$ cat config.mk
export PLATFORM = sky130hd
export DESIGN_NAME = debounce_filter
export DESIGN_NICKNAME = d
export VERILOG_FILES = /design/src/rtl/debounce_pkg.sv /design/src/rtl/debounce_filter_sync_chain.sv /design/src/rtl/debounce_filter.sv
export SDC_FILE = /design/constraint.sdc
export NUM_CORES = 1
export LEC_CHECK = 0
export BUFFER_PORTS_ARGS = -buffer_cell sky130_fd_sc_hd__buf_2
export CORE_MARGIN = 1
export CORE_UTILIZATION = 40
export CTS_BUF_LIST = sky130_fd_sc_hd__clkbuf_4 sky130_fd_sc_hd__clkbuf_8
export CTS_CLUSTER_SIZE = 16
export DETAILED_ROUTE_END_ITERATION = 8
export HOLD_SLACK_MARGIN = 0.08
export SLEW_MARGIN = 10
export SYNTH_ARGS = -nofsm -noshare
export SYNTH_HDL_FRONTEND = slang
export SYNTH_SLANG_ARGS = --single-unit
$ cat constraint.sdc
create_clock -name clk -period 5 [get_ports clk]
set_input_delay 0.25 -clock clk [delete_from_list [all_inputs] [get_ports clk]]
set_output_delay 0.25 -clock clk [all_outputs]
set_load 0.005 [all_outputs]
$ cat src/rtl/debounce_pkg.sv
// debounce_pkg: state encoding and default sizing shared by the debounce filter.
package debounce_pkg;
  localparam int DEF_SYNC_STAGES = 2;
  localparam int DEF_STABLE_CYCLES = 4;
  localparam int DEF_CNT_W = 8;
  typedef enum logic [1:0] {LOW, CHK_HIGH, HIGH, CHK_LOW} state_t;
endpackage

$ cat src/rtl/debounce_filter_sync_chain.sv
// sync_chain: multi-flop synchronizer for an asynchronous single-bit input.
module sync_chain #(
  parameter int DEPTH = 2
) (
  input  logic clk,
  input  logic sync_reset,
  input  logic d,
  output logic q
);
  logic [DEPTH-1:0] r_ff;
  always_ff @(posedge clk)
    r_ff <= sync_reset ? '0 : {r_ff[DEPTH-2:0], d};
  assign q = r_ff[DEPTH-1];
endmodule

$ cat src/rtl/debounce_filter.sv
// debounce_filter: synchronizes a bouncy level and accepts it only after it holds steady.
module debounce_filter
  import debounce_pkg::*;
#(
  parameter int SYNC_STAGES = DEF_SYNC_STAGES,
  parameter int STABLE_CYCLES = DEF_STABLE_CYCLES,
  parameter int CNT_W = DEF_CNT_W
) (
  input  logic             clk,
  input  logic             sync_reset,
  input  logic             din,
  output logic             q,
  output logic             rise,
  output logic             fall,
  output logic             busy,
  output logic [CNT_W-1:0] rise_cnt
);
  localparam int CW = STABLE_CYCLES > 1 ? $clog2(STABLE_CYCLES) : 1;
  localparam logic [CW-1:0] CMAX = CW'(STABLE_CYCLES - 1);
  state_t r_state, w_next;
  logic [CW-1:0] r_cnt, w_cnt_next;
  logic [CNT_W-1:0] r_rise_cnt;
  logic r_q, r_rise, r_fall, r_busy;
  logic w_s, w_done, w_q_next, w_rise, w_fall;
  sync_chain #(.DEPTH(SYNC_STAGES)) u_sync (
    .clk(clk),
    .sync_reset(sync_reset),
    .d(din),
    .q(w_s)
  );
  always_comb begin
    w_next = r_state;
    w_cnt_next = '0;
    w_done = r_cnt == CMAX;
    case (r_state)
      LOW: w_next = w_s ? CHK_HIGH : LOW;
      CHK_HIGH: begin
        w_next = !w_s ? LOW : w_done ? HIGH : CHK_HIGH;
        w_cnt_next = (w_s && !w_done) ? r_cnt + 1'b1 : '0;
      end
      HIGH: w_next = w_s ? HIGH : CHK_LOW;
      CHK_LOW: begin
        w_next = w_s ? HIGH : w_done ? LOW : CHK_LOW;
        w_cnt_next = (!w_s && !w_done) ? r_cnt + 1'b1 : '0;
      end
    endcase
    w_q_next = w_next == HIGH || w_next == CHK_LOW;
    w_rise = w_q_next && !r_q;
    w_fall = !w_q_next && r_q;
  end
  // Outputs are registered from the next state so q/rise/fall/busy flip on the same edge.
  always_ff @(posedge clk) begin
    if (sync_reset) begin
      r_state <= LOW;
      r_cnt <= '0;
      r_q <= 1'b0;
      r_rise <= 1'b0;
      r_fall <= 1'b0;
      r_busy <= 1'b0;
      r_rise_cnt <= '0;
    end else begin
      r_state <= w_next;
      r_cnt <= w_cnt_next;
      r_q <= w_q_next;
      r_rise <= w_rise;
      r_fall <= w_fall;
      r_busy <= w_next == CHK_HIGH || w_next == CHK_LOW;
      r_rise_cnt <= r_rise_cnt + CNT_W'(w_rise);
    end
  end
  assign q = r_q;
  assign rise = r_rise;
  assign fall = r_fall;
  assign busy = r_busy;
  assign rise_cnt = r_rise_cnt;
endmodule

Yosys cells after proc, flatten, opt, wreduce, memory -nomap -nowiden
Index checks and enable logic that the tools add are counted.

Word-level logic and storage cells: 38. Flip-flop bits (word level): 18. Input port bits: 3.

Mux-type cells: 10. Equal/unequal tests: 7. Reduce and logical (&&, ||, !) cells: 11. $add $sub $neg: 2.

Operators by type and width (count): two-way mux 2 bit (6); equality test 2 bit (second input constant) (5); adder 8 x 1 -> 8 bit (1); case mux 2 bit (4 select lines) (1); equality test 2 x 1 -> 1 bit (second input constant) (2); logical AND 1 bit (4); zero test 1 bit (4); case mux 2 bit (2 select lines) (1); adder 2 x 1 -> 2 bit (second input constant) (1); zero test 2 bit (1); logical OR 1 bit (2); two-way mux 1 bit (2).

Longest topological paths before layout
Gate-level depths: netlist of the first run.

Depth after elaboration: 8. Gate-level depth with buffers: 9. Mapped depth without buffers: 9.

Cells and area by module
From an unflattened synthesis of the first run, not the netlist that was laid out.

Cell total of the unflattened synthesis: 60. Area total of the unflattened synthesis: 630.6 µm².

By module, submodules not included: debounce_filter (cells an instance 56, instances 1, area an instance 578.1 µm², seq. area each 300.3 µm²); sync_chain (cells an instance 4, instances 1, area an instance 52.6 µm², seq. area each 40.0 µm²).

Least setup slack after synthesis of the first run
OpenSTA, ideal clock, no wires.

Kind: flip-flop to flip-flop. Start: reg r_cnt[0]. End: reg r_rise_cnt[4] (netlist: rise_cnt[4]). Cell stages (with the launch flop): 10. Clock period less this slack: 1773 ps. Library setup time: 128 ps. Data arrival time: 1645 ps. Required time: 4872 ps. Buffers on the path: 0. Path slack: 3227 ps. Cell sequence: dfxtp_1 > ha_1 > nand2_1 > mux2i_1 > nor2_1 > ha_1 > ha_1 > nand3_1 > xor2_1 > nor2_1.

Longest elaborated chain between the ends: 8. Elaborated cells between the ends (all ways): 11. Classes of those cells: add/sub (1); eq/ne (3); mux (5); reduce/logical (2).

RTL lines: start: declaration (RTL line debounce_filter.sv:21) `logic [CW-1:0] r_cnt, w_cnt_next;`; start signal: assignment (RTL line debounce_filter.sv:63) `r_cnt <= w_cnt_next;`; equality test 2 bit (*) (RTL line debounce_filter.sv:34) `w_done = r_cnt == CMAX;`; two-way mux 2 bit (on tied branches) (2 in series) (RTL line debounce_filter.sv:43, debounce_filter.sv:38); case mux 2 bit (4 select lines) (*) (RTL line debounce_filter.sv:35) `case (r_state)`; equality test 2 bit (RTL line debounce_filter.sv:47) `w_q_next = w_next == HIGH || w_next == CHK_LOW;`; logical OR 1 bit (*) (RTL line debounce_filter.sv:47); logical AND 1 bit (*) (RTL line debounce_filter.sv:48) `w_rise = w_q_next && !r_q;`; named net w_rise (RTL line debounce_filter.sv:24) `logic w_s, w_done, w_q_next, w_rise, w_fall;`; adder 8 x 1 -> 8 bit (*) (RTL line debounce_filter.sv:68) `r_rise_cnt <= r_rise_cnt + CNT_W'(w_rise);`; end signal: assignment (RTL line debounce_filter.sv:68); end: declaration (RTL line debounce_filter.sv:22) `logic [CNT_W-1:0] r_rise_cnt;`.

The timed path passes the listed nets; every way through them passes the cells marked *. A chain may end at the register's enable or synchronous reset.

Final worst setup path of the first run
Same ends and word-level chain as after synthesis.

==> results.json, run 1 <==
{
  "n_fill_cell": 127,
  "hp-start": "din",
  "htreeDepth": 1,
  "setup_tns_ps": 0,
  "critPathTopFamily": "adder cells",
  "die_y_um": 41.5,
  "grt_pass1_vias": 392,
  "wl_um": 909,
  "root_buffer": "clkbuf_4",
  "timing.rr.start": "r_cnt[0]",
  "period_needed_ps": 1930,
  "outcome": "completed",
  "clock_latency_ps": 290,
  "arrival_ps": 2110,
  "worstMarginPinSlew_ps": 361,
  "seqCellArea_um2": 340,
  "max_freq_mhz": 517,
  "setup.worst_path.start": "r_cnt[0]",
  "fin_skew_ps": 8.77,
  "routabilityCongestion": 0.700,
  "ys_top_cells_by_area": "dfxtp_1 55%, ha_1 6.0%, nor2_1 5.4%",
  "die_width_um": 41.5,
  "netlist_area_um2": 624,
  "syn-instance-count": 61,
  "ys_ff_latch": 17,
  "yosys_warnings": 0,
  "start_util": 0.452,
  "grt_first_pass_wirelength_um": 1590,
  "reg2reg_depth": 9,
  "multi_input_area_um2": 273,
  "criticalPathCategory": "reg2reg",
  "synthArstFlopShare": 0,
  "yosysSeqAreaShare": 0.545,
  "grt_overflow": 0,
  "firstDrtPassIters": 4,
  "timing.final.crit_share": 0.387,
  "wire_per_inst_um": 9.77,
  "ctsResizeCount": 0,
  "clk_pin_slew_ps": 110,
  "via_per_inst": 4.73,
  "clk_path_buf_depth": 2,
  "critical_path_buf_inv_count": 0,
  "yosysMostFrequentCell": "dfxtp_1",
  "setup_violations": 0,
  "antenna_found_initial": 0,
  "whs_endpoint": "u_sync.r_ff[0]",
  "cts_tree": "yes",
  "dp_cells": 89,
  "portBuffers": 14,
  "drc_errors": 0,
  "dieArea_um2": 1720,
  "cts_hold_buffers": 0,
  "post-cts-setup-buffers": 0,
  "cp_slowest_stage_delay_ps": 370,
  "clkSinkCount": 17,
  "grt_use_total": 0.123,
  "synth.distinct_cells": 22,
  "crit_fanout": 5,
  "grt_max_degree": 18,
  "cp-end-kind": "flip-flop",
  "postSynthAreaPerCell_um2": 10.2,
  "dr_total_vias": 440,
  "max_cap_viol_count": 0,
  "nNetsFinal": 85,
  "synth_ff_type": "dfxtp_1",
  "synth_nets": 67,
  "path_cells": "ha_1 > nand2_1 > mux2i_1 > nor2_1 > ha_1 > ha_1 > nand3_1 > xor2_1 > nor2_1",
  "core_um2": 1380,
  "antenna_cells": 0,
  "synth_top_cell_by_area": "dfxtp_1",
  "r2r-end": "rise_cnt[4]",
  "drive_gt1_frac": 0.269,
  "worst-r2r-setup-slack_ps": 3070,
  "rows": 13,
  "antenna_left": 0,
  "worst_ep_required_time_ps": 5180,
  "max-slew-margin-rel": 0.753,
  "start_kind": "flip-flop",
  "maxSlewViolCount": 0,
  "final_cell_count_no_fill": 93,
  "p_per_area_nw_per_um2": 292,
  "cellLeakagePower_nw": 0.365,
  "netlist_top_cells_count": "17 x dfxtp_1, 9 x nor2_1, 4 x nor2b_1",
  "rsz0062_at_grt": "no",
  "netlist.area_leader.share": 0.545,
  "drt_iter0_drc": 5,
  "hold_depth": 2,
  "hold_viol_final": 0,
  "synth_edf_count": 0,
  "ioPinCount": 15,
  "cpMostUsedCell": "ha_1",
  "hp-class": "in2reg",
  "cts_made_buffers": 3,
  "syn_to_final_growth_pct": 18.4,
  "critPathSlowestCell": "mux2i_1",
  "ir_worst_vdd_mv": 0.196
}
cells by family after synthesis:
logic type | after synthesis | synth area share
buf+inv | 3 | 0.0180
flops | 17 | 0.545
xor+xnor | 4 | 0.0561
simple gates | 27 | 0.250
mux | 1 | 0.0160
fa+ha+maj | 3 | 0.0601
compound gates | 6 | 0.0541
where the power goes:
group | leakage (nW) | switching [mW] | internal (mW)
Sequential | 0.137 | 0.000448 | 0.136
Combinational | 0.214 | 0.00236 | 0.00180
Clock | 0.0139 | 0.0444 | 0.0304
worst max path at each step:
stage / end / slack (ps) / depth (start not counted)
2_1_floorplan: rise_cnt[4] / 3230 / 9
3_3_place_gp: rise_cnt[4] / 3050 / 9
3_5_place_dp: rise_cnt[6] / 3050 / 9
4_1_cts: rise_cnt[6] / 3040 / 9
5_1_grt: rise_cnt[4] / 2840 / 9
6_report: rise_cnt[4] / 3070 / 9
worst register-to-register path: stages (launching register included):
cell and delay [ps]:
dfxtp_1 330, ha_1 200, nand2_1 90, mux2i_1 370, nor2_1 80, ha_1 240, ha_1 240, nand3_1 100
xor2_1 140, nor2_1 50
registers in the layout, indices dropped and copies added (netlist names):
| name | flops |
|---|---|
| u_sync.r_ff | 2 |
| fall | 1 |
| rise_cnt | 8 |
| r_cnt | 2 |
| r_state | 2 |
| q | 1 |
| rise | 1 |
placed cells by master (no fill, tap or decap), types with 2 or more instances in the layout:
master    count
inv_1         2
xor2_1        3
nor2_1        9
nor2b_1       4
dfxtp_1      17
a21oi_1       3
buf_2        14
o21ai_0       2
clkbuf_4      3
nand3_1       3
or3_1         2
ha_1          3
and3b_1       2
area by class of cell:
type                            count  share of cell area
Tap cell                           15              0.0254
Timing Repair Buffer               14              0.0948
Sequential cell                    17               0.460
Clock buffer                        3              0.0305
Clock inverter                      1              0.0102
Inverter                            2              0.0102
Multi-Input combinational cell     41               0.369
stage by stage:
step / utilization / hold WS (ps) / total power, mW / setup slack [ps] / cell area (µm²)
after floorplan: - / 322 / 0.142 / 3230 / 624
after global placement: 0.513 / 415 / 0.144 / 3050 / 709
after detailed placement: 0.513 / 417 / 0.144 / 3050 / 709
after CTS: 0.535 / 145 / 0.220 / 3040 / 739
after global routing: 0.535 / 170 / 0.226 / 2840 / 739
final: 0.535 / 157 / 0.216 / 3070 / 739
metal layers:
layer  vias up  part of all wire  track usage
met5         -                 0            0
met3         2             0.046       0.0696
met2         9              0.43        0.178
met1       188              0.51        0.147
li1        241                 -            -
met4         0             0.011       0.0581
Power figures use the tool's default switching activity.
==> run 2: changes to the inputs <==
==> constraint.sdc (replaced) <==
create_clock -name clk -period 1.72 [get_ports clk]
set_input_delay 0.086 -clock clk [delete_from_list [all_inputs] [get_ports clk]]
set_output_delay 0.086 -clock clk [all_outputs]
set_load 0.005 [all_outputs]
==> results.json, run 2 (synthesis gave the netlist of run 1 again) <==
{
  "outcome": "completed",
  "fin_skew_ps": 5.06,
  "dr_total_vias": 484,
  "cellLeakagePower_nw": 0.393,
  "grt_max_degree": 18,
  "rsz0062_at_grt": "yes",
  "htreeDepth": 1,
  "crit_fanout": 3,
  "p_per_area_nw_per_um2": 763,
  "grt_overflow": 0,
  "antenna_left": 0,
  "firstDrtPassIters": 3,
  "grt_pass1_vias": 430,
  "hold_viol_final": 0,
  "start_util": 0.452,
  "syn_to_final_growth_pct": 32.5,
  "criticalPathCategory": "reg2reg",
  "finish.utilization": 0.598,
  "worst_ep_required_time_ps": 1940,
  "timing.final.crit_share": 0.985,
  "setup_violations": 0,
  "dp_cells": 91,
  "root_buffer": "clkbuf_4",
  "routabilityCongestion": 0.649,
  "placement.cell_area_um2": 743,
  "period_needed_ps": 1690,
  "rows": 13,
  "antenna_found_initial": 0,
  "wl_um": 1100,
  "hp-class": "in2reg",
  "dp_hpwl_um": 763,
  "grt_first_pass_wirelength_um": 1770,
  "maxSlewViolCount": 0,
  "critPathSlowestCell": "dfxtp_2",
  "cp_slowest_stage_delay_ps": 350,
  "n_fill_cell": 125,
  "start_kind": "flip-flop",
  "die_y_um": 41.5,
  "cpMostUsedCell": "ha_4",
  "cts_made_buffers": 3,
  "antenna_cells": 0,
  "ir_worst_vdd_mv": 0.809,
  "dieArea_um2": 1720,
  "max_freq_mhz": 590,
  "mostFrequentLayoutCells": "15 x dfxtp_1, 14 x buf_2, 9 x nor2_1, 4 x nor2b_1, 4 x clkbuf_4",
  "drc_errors": 0,
  "total_power_uw": 631,
  "arrival_ps": 1920,
  "largest_reg_flops": 8,
  "critical_path_buf_inv_count": 1,
  "seqCellArea_um2": 343,
  "die_width_um": 41.5,
  "clkSinkCount": 17,
  "clock_latency_ps": 280,
  "cts_tree": "yes",
  "clk_pin_slew_ps": 90,
  "clk_path_buf_depth": 2,
  "cp-end-kind": "flip-flop",
  "nNetsFinal": 89,
  "multi_input_area_um2": 325,
  "via_per_inst": 4.99,
  "drive_gt1_frac": 0.427,
  "max_cap_viol_count": 0,
  "fin_area_um2": 827,
  "grt_use_total": 0.139,
  "critPathTopFamily": "adder cells",
  "portBuffers": 14,
  "whs_ps": 146,
  "drt_iter0_drc": 1,
  "mostFrequentLayoutCell": "dfxtp_1",
  "core_um2": 1380,
  "max-slew-margin-rel": 0.814,
  "wire_per_inst_um": 11.3,
  "worstMarginPinSlew_ps": 280,
  "ioPinCount": 15,
  "path_cells": "ha_4 > nand2_4 > mux2i_2 > nor2_1 > ha_2 > ha_4 > inv_2 > or3_1 > a21oi_1",
  "final_cell_count_no_fill": 97
}
==> run 2: cell count changes in the layout (fill, tap and decap cells not counted), moves of 2 or more <==
cell / delta
buf_4: +3
dfxtp_1: -2
dfxtp_2: +2
ha_1: -3
ha_4: +2
==> run 2: worst paths after layout <==
check	from	to	slack (ps)	cells past startpoint
worst min register to register	r_cnt[0]	r_cnt[0]	430	1
worst max-delay path	r_cnt[0]	rise_cnt[6]	30	9
worst min-delay path	sync_reset	rise_cnt[4]	150	2
worst max register to register	r_cnt[0]	rise_cnt[6]	30	9
==> run 2: per-stage QoR <==
| step | setup TNS, ps | worst slack [ps] |
|---|---|---|
| final | 0 | 25.9 |
| after global routing | -99.2 | -45.3 |
| after CTS | -1.54 | -1.54 |
| after detailed placement | -97.1 | -97.1 |
| after global placement | -47.8 | -47.8 |
| after floorplan | 0 | 6.24 |
==> run 2: final cells by class <==
type	instances	share of cell area
inverters	2	0.00908
well taps	15	0.0227
flip-flops and latches	17	0.415
repair buffers	18	0.124
multi-input cells	41	0.393
clock buffers	4	0.0363
==> run 2: repair_timing <==
item                                    4_1_cts  5_1_grt
hold endpoints to repair                      1        0
setup buffers                                 1        0
endpoints found under the setup margin        4        6
pin swaps                                     5        2
hold buffers                                  1        0
gates resized for setup                       8        2
==> run 2: where the power goes <==
part | switching, mW | internal (mW) | total (mW)
logic | 0.00766 | 0.00673 | 0.0144
clock network | 0.113 | 0.106 | 0.219
registers | 0.00172 | 0.396 | 0.398
total | 0.123 | 0.509 | 0.631
==> run 2: per-layer routing <==
metal / track usage / vias up / part of all wire
li1: - / 249 / -
met4: 0.0387 / 0 / 0
met3: 0.0783 / 0 / 0.053
met5: 0 / - / 0
met2: 0.225 / 10 / 0.46
met1: 0.157 / 225 / 0.49
==> run 3: changes to the inputs <==
--- a/config.mk
+++ b/config.mk
@@ -12,6 +12,7 @@
 export CTS_CLUSTER_SIZE = 16
 export DETAILED_ROUTE_END_ITERATION = 8
 export HOLD_SLACK_MARGIN = 0.08
+export PLACE_DENSITY = 0.69
 export SLEW_MARGIN = 10
 export SYNTH_ARGS = -nofsm -noshare
 export SYNTH_HDL_FRONTEND = slang
==> constraint.sdc (replaced) <==
create_clock -name clk -period 1.91 [get_ports clk]
set_input_delay 0.0955 -clock clk [delete_from_list [all_inputs] [get_ports clk]]
set_output_delay 0.0955 -clock clk [all_outputs]
set_load 0.005 [all_outputs]
==> results.json, run 3 (synthesis gave the netlist of run 1 again) <==
{
  "htreeDepth": 1,
  "grtUsageMet1": 0.168,
  "antenna_cells": 0,
  "wl_um": 1030,
  "maxSlewViolCount": 0,
  "path_cells": "ha_1 > nand2_1 > mux2i_1 > nor2_1 > ha_2 > buf_4 > nand3_1 > or3_1 > a21oi_1",
  "cts_tree": "yes",
  "crit_cells": 9,
  "die_y_um": 41.5,
  "busiest_layer": "met2",
  "root_buffer": "clkbuf_4",
  "hold_depth": 2,
  "critical_path_buf_inv_count": 1,
  "dieArea_um2": 1720,
  "drive_gt1_frac": 0.321,
  "antenna_left": 0,
  "core_um2": 1380,
  "criticalPathCategory": "reg2reg",
  "wire_per_inst_um": 10.8,
  "drt_iter0_drc": 9,
  "rows": 13,
  "setup_violations": 0,
  "via_per_inst": 4.89,
  "grt_max_degree": 18,
  "hold_viol_final": 0,
  "cellLeakagePower_nw": 0.377,
  "arrival_ps": 2020,
  "nNetsFinal": 88,
  "grt_use_total": 0.131,
  "start_kind": "flip-flop",
  "antenna_found_initial": 0,
  "die_width_um": 41.5,
  "worst_ep_required_time_ps": 2140,
  "timing.rr.start": "r_cnt[0]",
  "max_cap_viol_count": 0,
  "portBuffers": 14,
  "grt_pass1_vias": 386,
  "cp_slowest_stage_delay_ps": 330,
  "largest_reg_flops": 8,
  "crit_fanout": 3,
  "clk_path_buf_depth": 2,
  "cp-end-kind": "flip-flop",
  "period_needed_ps": 1800,
  "firstDrtPassIters": 4,
  "timing.final.crit_share": 0.940,
  "met2_usage": 0.184,
  "n_fill_cell": 115,
  "worstMarginPinSlew_ps": 266,
  "grt_first_pass_wirelength_um": 1720,
  "syn_to_final_growth_pct": 24.6,
  "fin_skew_ps": 2.89,
  "p_per_area_nw_per_um2": 726,
  "dp_slack_ps": 57.2,
  "dr_total_vias": 469,
  "critPathSlowestCell": "dfxtp_2",
  "drc_errors": 0,
  "clk_pin_slew_ps": 100,
  "clkSinkCount": 17,
  "ioPinCount": 15,
  "grt_overflow": 0,
  "outcome": "completed",
  "hp-class": "in2reg",
  "total_power_uw": 565,
  "setup_ws_ps": 114,
  "ir_worst_vdd_mv": 0.387,
  "mostFrequentLayoutCell": "dfxtp_1",
  "finish.utilization": 0.563,
  "mostFrequentLayoutCells": "16 x dfxtp_1, 14 x buf_2, 9 x nor2_1, 4 x nor2b_1",
  "setup.worst_path.start": "r_cnt[0]",
  "routabilityCongestion": 0.768,
  "critPathTopFamily": "simple AND/OR/NAND/NOR gates",
  "hp-start": "sync_reset",
  "clock_latency_ps": 290,
  "reg2reg_depth": 9,
  "max_freq_mhz": 557,
  "grtUsageMet3": 0.0391,
  "start_util": 0.452,
  "cts_made_buffers": 3,
  "max-slew-margin-rel": 0.823
}
-- run 3: timing repair --
| item | CTS | global route |
|---|---|---|
| hold endpoints to repair | 1 | 0 |
| setup endpoints to repair | 0 | 2 |
| setup buffers | 0 | 1 |
| hold buffers | 1 | 0 |
| resized for setup | 0 | 4 |
-- run 3: worst paths after layout --
kind                       to  slack, ps
setup / recovery  rise_cnt[7]        110
hold / removal    rise_cnt[3]        140
setup reg to reg  rise_cnt[7]        110
hold reg to reg      r_cnt[0]        400
-- run 3: cell type report --
type                       instances  area [µm²]  area share
timing repair buffer              17        95.1       0.122
sequential                        17         342       0.439
multi-input combinational         41         288       0.370
clock inverter                     1        5.00     0.00643
tap                               15        18.8      0.0241
inverter                           2        7.51     0.00965
clock buffer                       3        22.5      0.0289
-- run 3: per-layer routing --
layer	routed length, µm	part of all wire
met4	12	0.012
met3	54	0.052
met2	473	0.46
met1	490	0.47
met5	0	0
-- run 3: per-stage QoR --
stage / instances / setup TNS, ps / cell area, µm² / hold slack [ps]
6_report: 96 / 0 / 778 / 141
5_1_grt: 96 / -28.9 / 778 / 149
4_1_cts: 95 / 0 / 754 / 145
3_5_place_dp: 90 / 0 / 717 / 313
3_3_place_gp: 90 / 0 / 717 / 310
2_1_floorplan: 61 / 0 / 624 / 167
-- run 3: worst register-to-register path, stage by stage (launching register included) --
cell and delay, ps:
dfxtp_2 330, ha_1 210, nand2_1 100, mux2i_1 100, nor2_1 110, ha_2 220
buf_4 120, nand3_1 90, or3_1 320, a21oi_1 150
-- run 3: power by group --
group | total [mW] | internal [mW] | switching (mW)
Sequential | 0.358 | 0.357 | 0.00101
Clock | 0.195 | 0.0779 | 0.117
Combinational | 0.0124 | 0.00602 | 0.00633
